File: src/rtl/hazard_ctrl.sv
// Pipeline hazard/trap sequencer: load-use stall, memory-wait stall/timeout, branch/MRET/trap flush+redirect.
// Optional HAZARD_PERF_EN adds stall-cycle and redirect counters (ports tied to 0 otherwise).

`ifndef EXCEPTION_WIDTH
`define EXCEPTION_WIDTH 4
`endif
`ifndef ILLEGAL
`define ILLEGAL 0
`endif
`ifndef ECALL
`define ECALL 1
`endif
`ifndef EBREAK
`define EBREAK 2
`endif
`ifndef MRET
`define MRET 3
`endif

module hazard_ctrl #(
    parameter int                    AWIDTH       = 5,
    parameter int                    PC_WIDTH     = 32,
    parameter int                    FLUSH_CYCLES = 2,
    parameter logic [PC_WIDTH-1:0]   TRAP_VECTOR  = 32'h0000_0100,
    parameter int                    MAX_MEM_WAIT = 15
) (
    input  logic                         h_clk,
    input  logic                         h_rst,
    input  logic [AWIDTH-1:0]            h_i_de_rs1,
    input  logic [AWIDTH-1:0]            h_i_de_rs2,
    input  logic                         h_i_ex_ce,
    input  logic [AWIDTH-1:0]            h_i_ex_rd,
    input  logic                         h_i_ex_load,
    input  logic                         h_i_ex_taken,
    input  logic [PC_WIDTH-1:0]          h_i_ex_target,
    input  logic [PC_WIDTH-1:0]          h_i_ex_pc,
    input  logic [`EXCEPTION_WIDTH-1:0]  h_i_ex_exception,
    input  logic                         h_i_mem_busy,
    output logic                         h_o_stall,
    output logic                         h_o_bubble,
    output logic                         h_o_flush,
    output logic                         h_o_redirect,
    output logic [PC_WIDTH-1:0]          h_o_redirect_pc,
    output logic [PC_WIDTH-1:0]          h_o_mepc,
    output logic [1:0]                   h_o_mcause,
    output logic [1:0]                   h_o_state,
    output logic                         h_o_halt,
    output logic [31:0]                  h_o_stall_cnt,
    output logic [31:0]                  h_o_flush_cnt
);

    typedef enum logic [1:0] {ST_RUN = 2'd0, ST_FLUSH = 2'd1, ST_TRAP = 2'd2, ST_HALT = 2'd3} state_t;

    state_t                state, state_nxt;
    logic [3:0]            fcnt, fcnt_nxt;
    logic [7:0]            wcnt, wcnt_nxt, wcnt_inc;
    logic                  flush_nxt, redir_nxt;
    logic [PC_WIDTH-1:0]   redir_pc_nxt, mepc_nxt;
    logic [1:0]            mcause_nxt;
    logic                  load_use, exc_any, in_run, timeout;

    assign load_use = h_i_ex_ce & h_i_ex_load & (h_i_ex_rd != '0) &
                      ((h_i_ex_rd == h_i_de_rs1) | (h_i_ex_rd == h_i_de_rs2));
    assign in_run   = (state == ST_RUN);
    assign exc_any  = h_i_ex_exception[`ILLEGAL] | h_i_ex_exception[`ECALL] | h_i_ex_exception[`EBREAK];
    assign wcnt_inc = wcnt + 8'd1;
    assign timeout  = h_i_mem_busy & (wcnt_inc == 8'(MAX_MEM_WAIT));

    assign h_o_stall  = h_i_mem_busy | (in_run & load_use) | (state == ST_HALT);
    assign h_o_bubble = in_run & load_use & ~h_i_mem_busy;
    assign h_o_state  = state;
    assign h_o_halt   = (state == ST_HALT);

    always_comb begin
        state_nxt    = state;
        fcnt_nxt     = fcnt;
        wcnt_nxt     = h_i_mem_busy ? wcnt_inc : 8'd0;
        flush_nxt    = h_o_flush;
        redir_nxt    = 1'b0;
        redir_pc_nxt = h_o_redirect_pc;
        mepc_nxt     = h_o_mepc;
        mcause_nxt   = h_o_mcause;
        case (state)
            ST_RUN: begin
                if (timeout) begin
                    state_nxt = ST_HALT;
                    flush_nxt = 1'b0;
                end else if (h_i_ex_ce && !h_i_mem_busy) begin
                    if (exc_any) begin
                        state_nxt    = ST_TRAP;
                        redir_pc_nxt = TRAP_VECTOR;
                        mepc_nxt     = h_i_ex_pc;
                        mcause_nxt   = h_i_ex_exception[`ILLEGAL] ? 2'd0 :
                                       h_i_ex_exception[`ECALL]   ? 2'd1 : 2'd2;
                    end else if (h_i_ex_exception[`MRET]) begin
                        state_nxt    = ST_FLUSH;
                        redir_pc_nxt = h_o_mepc;
                    end else if (h_i_ex_taken) begin
                        state_nxt    = ST_FLUSH;
                        redir_pc_nxt = h_i_ex_target;
                    end
                    if (state_nxt != ST_RUN) begin
                        redir_nxt = 1'b1;
                        flush_nxt = 1'b1;
                        fcnt_nxt  = 4'(FLUSH_CYCLES);
                    end
                end
            end
            ST_FLUSH, ST_TRAP: begin
                // Memory wait freezes the flush window; only the timeout can break out of it
                if (timeout) begin
                    state_nxt = ST_HALT;
                    flush_nxt = 1'b0;
                    fcnt_nxt  = 4'd0;
                end else if (!h_i_mem_busy) begin
                    if (fcnt <= 4'd1) begin
                        state_nxt = ST_RUN;
                        flush_nxt = 1'b0;
                        fcnt_nxt  = 4'd0;
                    end else begin
                        fcnt_nxt = fcnt - 4'd1;
                    end
                end
            end
            default: begin
                wcnt_nxt  = wcnt;
                flush_nxt = 1'b0;
            end
        endcase
    end

    always_ff @(posedge h_clk or negedge h_rst) begin
        if (!h_rst) begin
            state           <= ST_RUN;
            fcnt            <= 4'd0;
            wcnt            <= 8'd0;
            h_o_flush       <= 1'b0;
            h_o_redirect    <= 1'b0;
            h_o_redirect_pc <= '0;
            h_o_mepc        <= '0;
            h_o_mcause      <= 2'd0;
        end else begin
            state           <= state_nxt;
            fcnt            <= fcnt_nxt;
            wcnt            <= wcnt_nxt;
            h_o_flush       <= flush_nxt;
            h_o_redirect    <= redir_nxt;
            h_o_redirect_pc <= redir_pc_nxt;
            h_o_mepc        <= mepc_nxt;
            h_o_mcause      <= mcause_nxt;
        end
    end

`ifdef HAZARD_PERF_EN
    always_ff @(posedge h_clk or negedge h_rst) begin
        if (!h_rst) begin
            h_o_stall_cnt <= 32'd0;
            h_o_flush_cnt <= 32'd0;
        end else begin
            h_o_stall_cnt <= h_o_stall_cnt + {31'd0, h_o_stall};
            h_o_flush_cnt <= h_o_flush_cnt + {31'd0, h_o_redirect};
        end
    end
`else
    assign h_o_stall_cnt = 32'd0;
    assign h_o_flush_cnt = 32'd0;
`endif

endmodule

File: config.mk
export PLATFORM = sky130hd
export DESIGN_NAME = hazard_ctrl
export DESIGN_NICKNAME = d
export VERILOG_FILES = /design/src/rtl/hazard_ctrl.sv
export SDC_FILE = /design/constraint.sdc
export NUM_CORES = 1
export LEC_CHECK = 0
export BUFFER_PORTS_ARGS = -buffer_cell sky130_fd_sc_hd__buf_2
export CELL_PAD_IN_SITES_DETAIL_PLACEMENT = 2
export CELL_PAD_IN_SITES_GLOBAL_PLACEMENT = 2
export CORE_MARGIN = 10
export CORE_UTILIZATION = 27
export DETAILED_ROUTE_END_ITERATION = 12
export HOLD_SLACK_MARGIN = 0.15
export PLACE_DENSITY_LB_ADDON = 0.15
export SLEW_MARGIN = 20
export SYNTH_ARGS = -nofsm -noshare
export SYNTH_HDL_FRONTEND = slang
export SYNTH_SLANG_ARGS = --single-unit
File: constraint.sdc
create_clock -name h_clk -period 3.1 [get_ports h_clk]
set_input_delay 0.155 -clock h_clk [delete_from_list [all_inputs] [get_ports h_clk]]
set_output_delay 0.155 -clock h_clk [all_outputs]
set_load 0.03 [all_outputs]
-- Word-level counts from Yosys, hierarchy flattened
Cells that the tools add are included.
- add/sub/neg operators: 2
- magnitude comparators: 1
- equality and inequality tests: 13
- muxes and demuxes: 36
- bitwise gates (word level): 13
- reductions and logical operators: 14
- operator list (operator ; count):
    two-way mux 32 bit ; 3
    two-way mux 2 bit ; 13
    two-way mux 4 bit ; 6
    AND reduction 4 bit ; 4
    == test 5 bit ; 2
    two-way mux 1 bit ; 10
    adder 8 x 1 -> 8 bit (second input constant) ; 1
    == test 8 x 4 -> 1 bit (second input constant) ; 1
    two-way mux 8 bit ; 1
    one-hot mux 4 bit (2 select lines) ; 1
    AND 1 bit ; 6
    inequality test 3 x 1 -> 1 bit (second input constant) ; 2
    inequality test 3 bit (second input constant) ; 2
    OR 1 bit ; 5
    AND reduction 5 bit ; 1
    nonzero test 5 bit ; 1
    == test 2 bit (second input constant) ; 2
    <= comparator 4 x 1 -> 1 bit (second input constant) ; 1
    inequality test 2 x 1 -> 1 bit (second input constant) ; 2
    one-hot mux 2 bit (2 select lines) ; 1
    nonzero test 2 bit ; 2
    subtractor 4 x 1 -> 4 bit (second input constant) ; 1
    nonzero test 3 bit ; 1
    OR reduction 3 bit ; 1
    other kinds (8) ; 9
- bits in registers: 82
- input port bits: 89
- output and inout port bits: 137

-- Longest topological paths before layout
- word-level depth: 11
- depth in mapped cells: 9
- gate-level depth less buffers: 7

-- Worst setup path after synthesis
OpenSTA, ideal clock, no wires.
- kind: flip-flop to flip-flop
- start point: reg state[0], in the netlist h_o_state[0]
- end point: reg fcnt[1]
- library setup time: 0.128 ns
- arrival time: 2.255 ns
- path slack: 0.717 ns
- cell stages (with the launch flop): 10
- period minus slack after synthesis: 2.383 ns
- path through: dfrtp_1 inv_1 ha_1 clkbuf_2 and3b_1 buf_2 o41a_1 or2_4 a31oi_4 mux2_1
- cells in the longest elaborated chain, start to end: 9
- elaborated cells on any way between the ends: 18
- classes of those cells: eq/ne (6); mux (7); reduce/logical (5)
- RTL lines (element ; RTL line ; text):
    from (decl) ; 54 ; state_t state, state_nxt;
    from (signal assigned) ; 143 ; state <= state_nxt;
    two-way mux 2 bit ; 98 ; end else if (h_i_ex_taken) begin
    two-way mux 2 bit ; 95 ; end else if (h_i_ex_exception[`MRET]) begin
    two-way mux 2 bit ; 89 ; if (exc_any) begin
    two-way mux 2 bit ; 88 ; end else if (h_i_ex_ce && !h_i_mem_busy) begin
    two-way mux 2 bit ; 85 ; if (timeout) begin
    two-way mux 2 bit ; 83 ; case (state)
    nonzero test 2 bit ; 102 ; if (state_nxt != ST_RUN) begin
    inequality test 2 x 1 -> 1 bit (no line) ; - ;
    AND reduction 5 bit (no line) ; - ;
    to (signal assigned) ; 144 ; fcnt <= fcnt_nxt;
    to (decl) ; 55 ; logic [3:0] fcnt, fcnt_nxt;
Parallel ways exist; a longest one is shown, timed or not. The select of a mux whose other input is x is not followed.
A chain may end at the register's enable or synchronous reset.

-- Worst setup path after layout
- start point: in h_i_ex_exception[0]
- end point: reg fcnt[1]
- cells in the longest elaborated chain, start to end: 9
- RTL lines (element ; RTL line ; text):
    from (decl) ; 37 ; input logic [`EXCEPTION_WIDTH-1:0] h_i_ex_exception,
    OR 1 bit (2 in a row) ; 65 ; assign exc_any = h_i_ex_exception[`ILLEGAL] | h_i_ex_exception[`ECALL] | h_i_ex_exception[`EBREAK];
    two-way mux 2 bit ; 89 ;
    two-way mux 2 bit ; 88 ;
    two-way mux 2 bit ; 85 ;
    two-way mux 2 bit ; 83 ;
    nonzero test 2 bit ; 102 ;
    inequality test 2 x 1 -> 1 bit (no line) ; - ;
    AND reduction 5 bit (no line) ; - ;
Every way passes these cells. The select of a mux whose other input is x is not followed.

==> flow_summary.ini <==
[detailed_routing]
vias_per_cell = 4.54
wl_per_cell_um = 18.8
dr.pass1.iters = 4
ant_nets = 0
wl_mm = 16.1
drt-initial-drc-count = 135
drc_errors = 0
vias = 3888

[floorplan]
die_y_um = 151
design.die.area_mm2 = 0.0227
rows = 47
io_pins = 226
core_mm2 = 0.0167
die_w_um = 151
start_util = 0.276

[global_route]
antenna_found_initial = 1
grt_usage = 0.141
grt_max_degree = 43
grt_overflow = 0
grt_pass1_wl_mm = 25.1
grt_pass1_vias = 4468

[power_and_ir_drop]
pwr_density_cell_mw_per_mm2 = 879
leakage_nw = 3.04
p_total_mw = 5.37
ir_drop_mv = 0.344

[sta]
tightest_slew_ns = 0.811
setup_tns_ns = 0
finalHoldViolations = 0
setup_viol = 0
fin_ws_ns = 0.544
report.final.slew_viol_count = 0
finalCritPeriodShare = 0.824
period_minus_slack_ns = 2.56
fin_skew_ns = 0.00797
rsz0062_at_grt = no
relSlewSlack = 0.457
max_freq_mhz = 391

[yosys]
netlist_area_mm2 = 0.00462
synth_seq_cells = 82
synth-warning-count = 0
synth.largest_area_cell = dfrtp_1
synth-edff-count = 0
syn_area_per_cell_um2 = 10.5
ys_types = 53
synth_ff_type = dfrtp_1
synthTopCellsByArea = dfrtp_1, buf_4, mux2_2
synth_top_area_share = 0.444
netlist_instances = 441
synth_seq_area_share = 0.444
synth-async-reset-ratio = 1.00

[clocking]
h-tree-depth = 3
hold_buffers = 42
worstSkewPairLatency_ns = 0.34
cts_root_buffer = clkbuf_16
cts_resized = 0
cts_sinks = 82
clk_path_buf_depth = 2
cts_made_buffers = 9
clk_pin_slew_worst_paths_ns = 0.06
post-cts-setup-buffers = 0
cts_tree = built

[final_layout]
finalNetCount = 728
antenna_cells = 0
multi_input_area_mm2 = 0.00217
syn_to_final_growth_pct = 32.4
n_fill_cell = 1853
drive_gt1_frac = 0.349
regArea_mm2 = 0.00205
finalNonFillerCells = 856

[worst_setup_path]
critical_path_class = input port to flip-flop
endpoint = fcnt[1]
worstPathRequired_ns = 3.32
critPathArrivalTime_ns = 2.78
r2r_start = h_o_state[0]
cp_max_fo = 39
r2r_end = fcnt[2]
cp-end-kind = flip-flop
crit_start = h_i_ex_exception[0]
reg2reg_slack_ns = 0.57
r2r_cells = 7
setup.worst_path.start_class = input port

[placed_design]
port_buffers = 161
place_hpwl_mm = 12.2
place_ws_ns = 0.569
place_congestion = 0.780
dp.cells = 799

[run]
maxCapViolCount = 0

[run_status]
status = finished, final reports clean

[min_path]
min_path_type = input port to flip-flop
-- worst min-delay path by stage --
stage | end | slack, ns | cells past startpoint | startpoint
after global placement | h_o_mcause[0] | 0.37 | 2 | h_i_ex_exception[0]
final | h_o_redirect_pc[13] | 0.17 | 3 | h_i_ex_target[13]
after CTS | h_o_redirect_pc[13] | 0.16 | 3 | h_i_ex_target[13]
after global routing | h_o_redirect_pc[29] | 0.16 | 3 | h_i_ex_target[29]
after floorplan | fcnt[0] | -0.14 | 0 | h_rst
after detailed placement | h_o_redirect_pc[21] | 0.19 | 1 | h_rst
-- critical path: stages --
cell           delay (ns)
dlygate4sd3_1        0.52
buf_2                0.14
or3_4                0.59
o41a_1               0.50
or2_4                0.28
a31oi_4              0.24
mux2_1               0.34
-- logic make-up after synthesis --
logic type / synth area share
buffers and inverters: 0.139
AND/OR/NAND/NOR: 0.0913
AO/OA/AOI/OAI: 0.134
flip-flops: 0.444
multiplexers: 0.150
XOR/XNOR: 0.0209
adder cells (fa/ha/maj): 0.0190
other: 0.000812
-- synth_stat cells (all sizes together) (3+ instances only) --
cell type  instances
a211oi             4
a21oi              5
a31oi              6
and3               4
buf               75
clkbuf            16
dfrtp             82
ha                 7
inv               11
mux2              33
mux2i             32
nand2             42
nand3              4
nor2              12
nor2b              4
nor3               6
o21ai             15
o31ai             33
or2                3
xnor2              5
xor2               6
-- flip-flops by register name, indices dropped and copies added (netlist names) --
| signal | count |
|---|---|
| h_o_redirect | 1 |
| wcnt | 8 |
| h_o_redirect_pc | 32 |
| h_o_mepc | 32 |
| h_o_flush | 1 |
| h_o_mcause | 2 |
| fcnt | 4 |
| h_o_state | 2 |
-- layout by cell type, fill, tap and decap left out, types with 3 or more instances in the layout --
| cell | Yosys | final |
|---|---|---|
| a211oi_1 | 3 | 3 |
| a21oi_1 | 5 | 5 |
| a31oi_1 | 5 | 5 |
| and3_1 | 4 | 4 |
| buf_2 | 11 | 160 |
| buf_4 | 64 | 4 |
| clkbuf_16 | 0 | 9 |
| conb_1 | 1 | 64 |
| dfrtp_1 | 82 | 82 |
| dlygate4sd3_1 | 0 | 42 |
| ha_1 | 7 | 7 |
| inv_1 | 11 | 11 |
| mux2_2 | 32 | 32 |
| mux2i_1 | 32 | 32 |
| nand2_1 | 42 | 42 |
| nand3_1 | 4 | 4 |
| nor2_1 | 12 | 12 |
| nor2b_1 | 4 | 4 |
| nor3_1 | 6 | 6 |
| o21ai_0 | 14 | 14 |
| o31ai_1 | 33 | 33 |
| xnor2_1 | 5 | 5 |
| xor2_1 | 6 | 6 |
-- area by class of cell --
type                       count  area share
clock inverter                 4     0.00471
timing repair buffer         208       0.212
multi-input combinational    319       0.355
inverter                      12     0.00737
tap                          220      0.0450
clock buffer                  11      0.0397
sequential                    82       0.336
-- per-layer routing --
| layer | global-route usage | share of wire |
|---|---|---|
| met1 | 0.157 | 0.40 |
| met2 | 0.250 | 0.50 |
| met3 | 0.0477 | 0.078 |
| met5 | 0 | 0.0012 |
| met4 | 0.0433 | 0.015 |
-- power by group --
part           switching (mW)  leakage [nW]  internal [mW]  total, mW
logic                    1.69          1.86          0.897       2.59
clock network           0.440         0.128          0.560       1.00
registers               0.321          1.05           1.46       1.78
total                    2.45          3.04           2.92       5.37
-- through the flow --
step | utilization | hold WS (ns) | cell area (um2)
2_1_floorplan | - | -0.141 | 4850
3_3_place_gp | 0.323 | 0.374 | 5390
3_5_place_dp | 0.325 | 0.191 | 5420
4_1_cts | 0.366 | 0.155 | 6110
5_1_grt | 0.366 | 0.163 | 6110
6_report | 0.366 | 0.166 | 6110
Note: power is estimated with default switching activity, not from simulation.
